==> src/rtl/alu_check_pkg.sv <==
// ============================================================================
// Module  : alu_check_pkg
// Purpose : Shared types and field layout for the ALU_System response checker.
// Revision: 1.0 - initial release
// ============================================================================
`default_nettype none

package alu_check_pkg;

    typedef enum logic [2:0] {
        ST_IDLE  = 3'd0,
        ST_FETCH = 3'd1,
        ST_LOAD  = 3'd2,
        ST_ARMED = 3'd3,
        ST_DONE  = 3'd4
    } state_e;

    localparam int FIELD_N = 7;
    localparam int ENTRY_W = 68;
    localparam int OBS_W   = 60;

    // Expected[59:0] layout, MSB to LSB: AOut, BOut, ALUOut, flags, Address, MemoryOut, IROut
    localparam int AOUT_LSB = 52;
    localparam int BOUT_LSB = 44;
    localparam int ALU_LSB  = 36;
    localparam int FLAG_LSB = 32;
    localparam int ADDR_LSB = 24;
    localparam int MEM_LSB  = 16;
    localparam int IR_LSB   = 0;

    localparam int LAST_BIT   = 67;
    localparam int FEN_LSB    = 60;

    function automatic logic [OBS_W-1:0] pack_obs(
        input logic [7:0]  a_out,
        input logic [7:0]  b_out,
        input logic [7:0]  alu_out,
        input logic [3:0]  flags,
        input logic [7:0]  address,
        input logic [7:0]  mem_out,
        input logic [15:0] ir_out
    );
        return {a_out, b_out, alu_out, flags, address, mem_out, ir_out};
    endfunction

endpackage

`default_nettype wire

==> src/rtl/alu_field_compare.sv <==
// ============================================================================
// Module  : alu_field_compare
// Purpose : Per-field masked compare of observed vs expected ALU_System buses.
// Revision: 1.0 - initial release
// ============================================================================
`default_nettype none

module alu_field_compare
    import alu_check_pkg::*;
(
    input  logic [OBS_W-1:0]   obs,
    input  logic [OBS_W-1:0]   exp_val,
    input  logic [FIELD_N-1:0] field_en,
    output logic [FIELD_N-1:0] mismatch
);

    logic [FIELD_N-1:0] w_raw;

    always_comb begin
        w_raw    = '0;
        w_raw[6] = obs[AOUT_LSB +: 8]  != exp_val[AOUT_LSB +: 8];
        w_raw[5] = obs[BOUT_LSB +: 8]  != exp_val[BOUT_LSB +: 8];
        w_raw[4] = obs[ALU_LSB  +: 8]  != exp_val[ALU_LSB  +: 8];
        w_raw[3] = obs[FLAG_LSB +: 4]  != exp_val[FLAG_LSB +: 4];
        w_raw[2] = obs[ADDR_LSB +: 8]  != exp_val[ADDR_LSB +: 8];
        w_raw[1] = obs[MEM_LSB  +: 8]  != exp_val[MEM_LSB  +: 8];
        w_raw[0] = obs[IR_LSB   +: 16] != exp_val[IR_LSB   +: 16];
        mismatch = w_raw & field_en;
    end

endmodule

`default_nettype wire

==> config.mk <==
export PLATFORM = sky130hd
export DESIGN_NAME = alu_field_compare
export DESIGN_NICKNAME = d
export VERILOG_FILES = /design/src/rtl/alu_check_pkg.sv /design/src/rtl/alu_field_compare.sv
export SDC_FILE = /design/constraint.sdc
export NUM_CORES = 1
export LEC_CHECK = 0
export ABC_AREA = 1
export ABC_CLOCK_PERIOD_IN_PS = 800
export CORE_MARGIN = 2
export CORE_UTILIZATION = 21
export DETAILED_ROUTE_END_ITERATION = 16
export GPL_TIMING_DRIVEN = 1
export PLACE_DENSITY = 0.92
export SLEW_MARGIN = 20
export SYNTH_ARGS = -nofsm -noshare
export SYNTH_HDL_FRONTEND = slang
export SYNTH_SLANG_ARGS = --single-unit
==> constraint.sdc <==
create_clock -name vclk -period 0.8
set_input_delay 0.12 -clock vclk [all_inputs]
set_output_delay 0.12 -clock vclk [all_outputs]
set_load 0.005 [all_outputs]
==> results of run 1 <==
## per-stage QoR
stage / setup WS [ps] / cells / hold slack (ps)
2_1_floorplan: 99.9 / 158 / 307
3_3_place_gp: -905 / 342 / 1150
5_1_grt: -177 / 342 / 629
4_1_cts: -136 / 342 / 625
3_5_place_dp: -900 / 342 / 1140
6_report: -117 / 342 / 621
## cells by family after synthesis
group	synth area share (%)
and+or+nand+nor	37.7
AOI/OAI and AO/OA	3.09
xor gates and xnor gates	46.4
buffers and inverters	12.8
## metal layers
metal / wire, µm / vias to the layer above / part of all wire [%] / track usage, %
met2: 2120 / 76 / 58 / 32.6
met4: 40 / 0 / 1.1 / 2.04
met1: 1090 / 606 / 30 / 12.5
li1: - / 734 / - / -
met5: 0 / - / 0 / 0
met3: 421 / 4 / 11 / 3.83
## power groups by stage
stage                     Clock [W]  Sequential (W)  Combinational, W
final                             0               0           0.00104
after global routing              0               0           0.00113
after CTS                         0               0          0.000919
after detailed placement          0               0           0.00107
after global placement            0               0           0.00105
after floorplan                   0               0          0.000322
## worst paths after layout
path	startpoint	endpoint	slack, ps	cells after the start
worst max-delay path	obs[19]	mismatch[1]	-120	6
worst min-delay path	exp_val[35]	mismatch[3]	620	4
## placed cells by master (no fill, tap or decap), drive strengths merged
master	n
a21oi	1
a31oi	1
buf	125
clkdlybuf4s15	2
clkdlybuf4s50	2
dlygate4sd2	5
inv	29
nand2	39
nand4	8
nor2	33
o21a	2
xnor2	34
xor2	11
## cell type report
class | instances | share of cell area (%)
Inverter | 29 | 5.01
Multi-Input combinational cell | 129 | 42.8
Tap cell | 50 | 2.88
Timing Repair Buffer | 134 | 49.3
## timing repair
item,CTS,global route
setup endpoints to repair,7,7
pin swaps,117,46
hold buffers,0,0
setup buffers,0,0
gates resized for setup,516,42
gates cloned,0,0
==> results.cfg, run 1 <==
[status]
outcome = finished with violations
violations = setup timing

[setup_path]
critPathBufInv = 2
cp.required_ps = 680
max_stage_delay_ps = 160
arrival_ps = 800
crit_top_cell = buf_2
crit_slowest_cell = o21a_1
cp_max_fo = 1
path_class = in -> out
path_cells = buf_2 > xor2_1 > nor2_1 > nand2_1 > o21a_1 > buf_2
cp_top_family = buffers and inverters
startpoint_type = input pin
cp-end-kind = output pin

[routing]
num_vias = 1420
ant_nets = 0
route.detailed.drc = 0
drt_iter0_markers = 4
wl_per_cell_um = 10.7
vias_per_cell = 4.15
firstDrtPassIters = 4
routed_wl_um = 3680

[global_route]
overflow = 0
first_global_vias = 1369
grt_max_degree = 3
antenna_found_initial = 0
grt_pass1_wl_um = 5250
grt_use_total_pct = 14.6

[pwr]
clkPwrFrac_pct = 0
swShare_pct = 33.5
cellPowerDensity_nw_per_um2 = 478
seq_power_share_pct = 0
vdd_drop_max_v = 0.000276
finalPower_w = 0.00104
power_frac_comb_pct = 100.0
switching_power_w = 0.000349
power.internal_w = 0.000691
p_leak_nw = 1.22

[place]
numPortBuffers = 134
routabilityCongestion = 0.748
postPlaceCellArea_um2 = 2250
place_hpwl_um = 3290

[timing]
hold_viol_final = 0
slew_viol_final = 0
setup_viol = 7
fin_tns_setup_ps = -574
timing.slew.headroom_pct = 91.0
post-route-min-period_ps = 917
fin_ws_ps = -117
tightest_slew_ps = 135
max_freq_ghz = 1.09
grt_setup_unrepaired = true
min_period_over_period_pct = 115

[synthesis]
yosys-top-cells-area = xnor2_1, nand2_1, nor2_1
yosysMostFrequentCell = nand2_1
ys_types = 9
yosysSeqAreaShare_pct = 0
syn-cell-area_um2 = 850
syn_nets = 285
netlist.top_cell.by_area = xnor2_1
syn_avg_cell_area_um2 = 5.38
synth_warnings = 0
synth_common_cells = nand2_1, xnor2_1, nor2_1, inv_1, xor2_1
synthCells = 158
netlist.area_leader.share_pct = 35.1

[min_path]
hold_path.class = in -> out

[run]
drv_cap = 0

[floorplanning]
die_y_um = 67.6
rows = 23
design.die.area_um2 = 4570
io_pins = 134
initial_core_util_pct = 21.5
core_um2 = 3940
dieWidth_um = 67.6

[cells_and_area]
design.seq.count = 0
stdcell_area_um2 = 2170
fillers = 371
seq_area_um2 = 0
drive_gt1_share_pct = 54.5
nClkBuffers = 0
final_util_pct = 55.2
num_antenna_cells = 0
nNetsFinal = 421
multi_input_area_um2 = 931
area_growth_pct = 156
Note: power is estimated with default switching activity, not from simulation.
==> run 2, diff against run 1 <==
--- a/config.mk
+++ b/config.mk
@@ -7,11 +7,13 @@
 export LEC_CHECK = 0
 export ABC_AREA = 1
 export ABC_CLOCK_PERIOD_IN_PS = 800
+export CAP_MARGIN = 20
 export CORE_MARGIN = 2
 export CORE_UTILIZATION = 21
 export DETAILED_ROUTE_END_ITERATION = 16
 export GPL_TIMING_DRIVEN = 1
 export PLACE_DENSITY = 0.92
+export REMOVE_ABC_BUFFERS = 1
 export SLEW_MARGIN = 20
 export SYNTH_ARGS = -nofsm -noshare
 export SYNTH_HDL_FRONTEND = slang
==> results of run 2 <==
Same layout as run 1: the final DEF is identical, and so are final timing and power.
==> run 3, diff against run 2 <==
--- a/config.mk
+++ b/config.mk
@@ -18,3 +18,4 @@
 export SYNTH_ARGS = -nofsm -noshare
 export SYNTH_HDL_FRONTEND = slang
 export SYNTH_SLANG_ARGS = --single-unit
+export TNS_END_PERCENT = 30
==> run 3 against run 2 <==
  * The run still ends with setup timing left
  * First-iteration DRC count fell by 50%
  * Critical path depth did not move
  * Global-route usage barely moved
  * Count of clock-buffer cells in the layout did not move
  * Total power fell by 7.4%
  * Sequential share of layout area did not move
  * Sequential cell count did not move
  * Largest cell class unchanged
  * Largest power group unchanged
==> results.cfg, run 3 (same netlist as run 1, synthesis figures left out) <==
[cells_and_area]
area_growth_pct = 140
drive_gt1_share_pct = 51.4
num_antenna_cells = 0
final_util_pct = 51.7
finalNonFillerCells = 342
final_common_cell = buf_2
nClkBuffers = 0
design.seq.count = 0
seq_area_um2 = 0
final_cell_mix = buf_2, buf_6, nand2_1
nNetsFinal = 421

[routing]
ant_nets = 0
num_vias = 1421
vias_per_cell = 4.15
drt_iter0_markers = 2
routed_wl_um = 3640
firstDrtPassIters = 3
route.detailed.drc = 0
wl_per_cell_um = 10.6

[setup_path]
cp.required_ps = 680
max_stage_delay_ps = 160
path_class = in -> out
crit_top_cell = buf_2
path_cells = buf_2 > xor2_1 > nor2_1 > nand2_1 > o21a_1 > buf_2
cp_max_fo = 1
crit_slowest_cell = o21a_1
cp-end-kind = output pin
arrival_ps = 800
startpoint_type = input pin

[floorplanning]
die_y_um = 67.6
dieWidth_um = 67.6
core_um2 = 3940
io_pins = 134
rows = 23
design.die.area_um2 = 4570
initial_core_util_pct = 21.5

[place]
place_hpwl_um = 3290
numPortBuffers = 134
routabilityCongestion = 0.748
dpl.cell_count = 342

[timing]
post-route-min-period_ps = 916
slew_viol_final = 0
max_freq_ghz = 1.09
min_period_over_period_pct = 115
fin_ws_ps = -116
timing.slew.headroom_pct = 90.7
hold_viol_final = 0
fin_tns_setup_ps = -610
grt_setup_unrepaired = true
setup_viol = 7
tightest_slew_ps = 138

[status]
violations = setup timing
outcome = finished with violations

[pwr]
cellPowerDensity_nw_per_um2 = 473
power_frac_comb_pct = 100.0
seq_power_share_pct = 0
switching_power_w = 0.000335
p_leak_nw = 1.16
swShare_pct = 34.8
finalPower_w = 0.000963
clkPwrFrac_pct = 0
vdd_drop_max_v = 0.000252
power.internal_w = 0.000628

[global_route]
overflow = 0
grt_max_degree = 3
grt_pass1_wl_um = 5240
first_global_vias = 1369
grt_use_total_pct = 14.6
antenna_found_initial = 0

[cts]
hold_buffers = 0
cts_setup_buffers = 0

[min_path]
hold_path.class = in -> out

[run]
drv_cap = 0
run 3: cell types whose count changed in the layout (fill, tap and decap cells not counted), sizes merged:
cell,before,now
clkdlybuf4s15,2,4
buf,125,123
run 3: what timing repair did:
action	CTS	global route
pin swaps	117	27
setup endpoints to repair	7	7
gates resized for setup	509	25
run 3: worst max-delay path, delay by kind of cell:
kind,cells,cell delay (ps)
AO/OA/AOI/OAI,1,160
AND/OR/NAND/NOR,2,140
buffers and inverters,2,220
XOR/XNOR,1,150
run 3: worst paths after layout:
check / from / to / cells after the start
max: obs[19] / mismatch[1] / 6
min: field_en[2] / mismatch[2] / 4
run 3: cell type report:
| cell class | instances | area, µm² |
|---|---|---|
| fillers | 404 | 1900 |
| inverters | 29 | 109 |
| multi-input cells | 129 | 871 |
| well taps | 50 | 62.6 |
| repair buffers | 134 | 996 |
run 3: metrics by stage:
| stage | hold WS [ps] | setup WS, ps | area [µm²] |
|---|---|---|---|
| 6_report | 647 | -116 | 2040 |
| 5_1_grt | 685 | -177 | 2040 |
| 4_1_cts | 647 | -136 | 1920 |
| 3_5_place_dp | 1140 | -900 | 2250 |
| 3_3_place_gp | 1150 | -905 | 2250 |
| 2_1_floorplan | 307 | 99.9 | 850 |
run 3: per-layer routing:
metal	GRT usage [%]	up-vias	routed length, µm	part of all wire (%)
met2	32.2	74	2080	57
met3	4.00	4	421	12
met1	12.4	608	1090	30
met4	2.55	0	43	1.2
met5	0	-	0	0
li1	-	735	-	-
run 3: power groups by stage:
stage	clock network, W	logic (W)	registers, W
6_report	0	0.000963	0
5_1_grt	0	0.00105	0
4_1_cts	0	0.000903	0
3_5_place_dp	0	0.00107	0
3_3_place_gp	0	0.00105	0
2_1_floorplan	0	0.000322	0
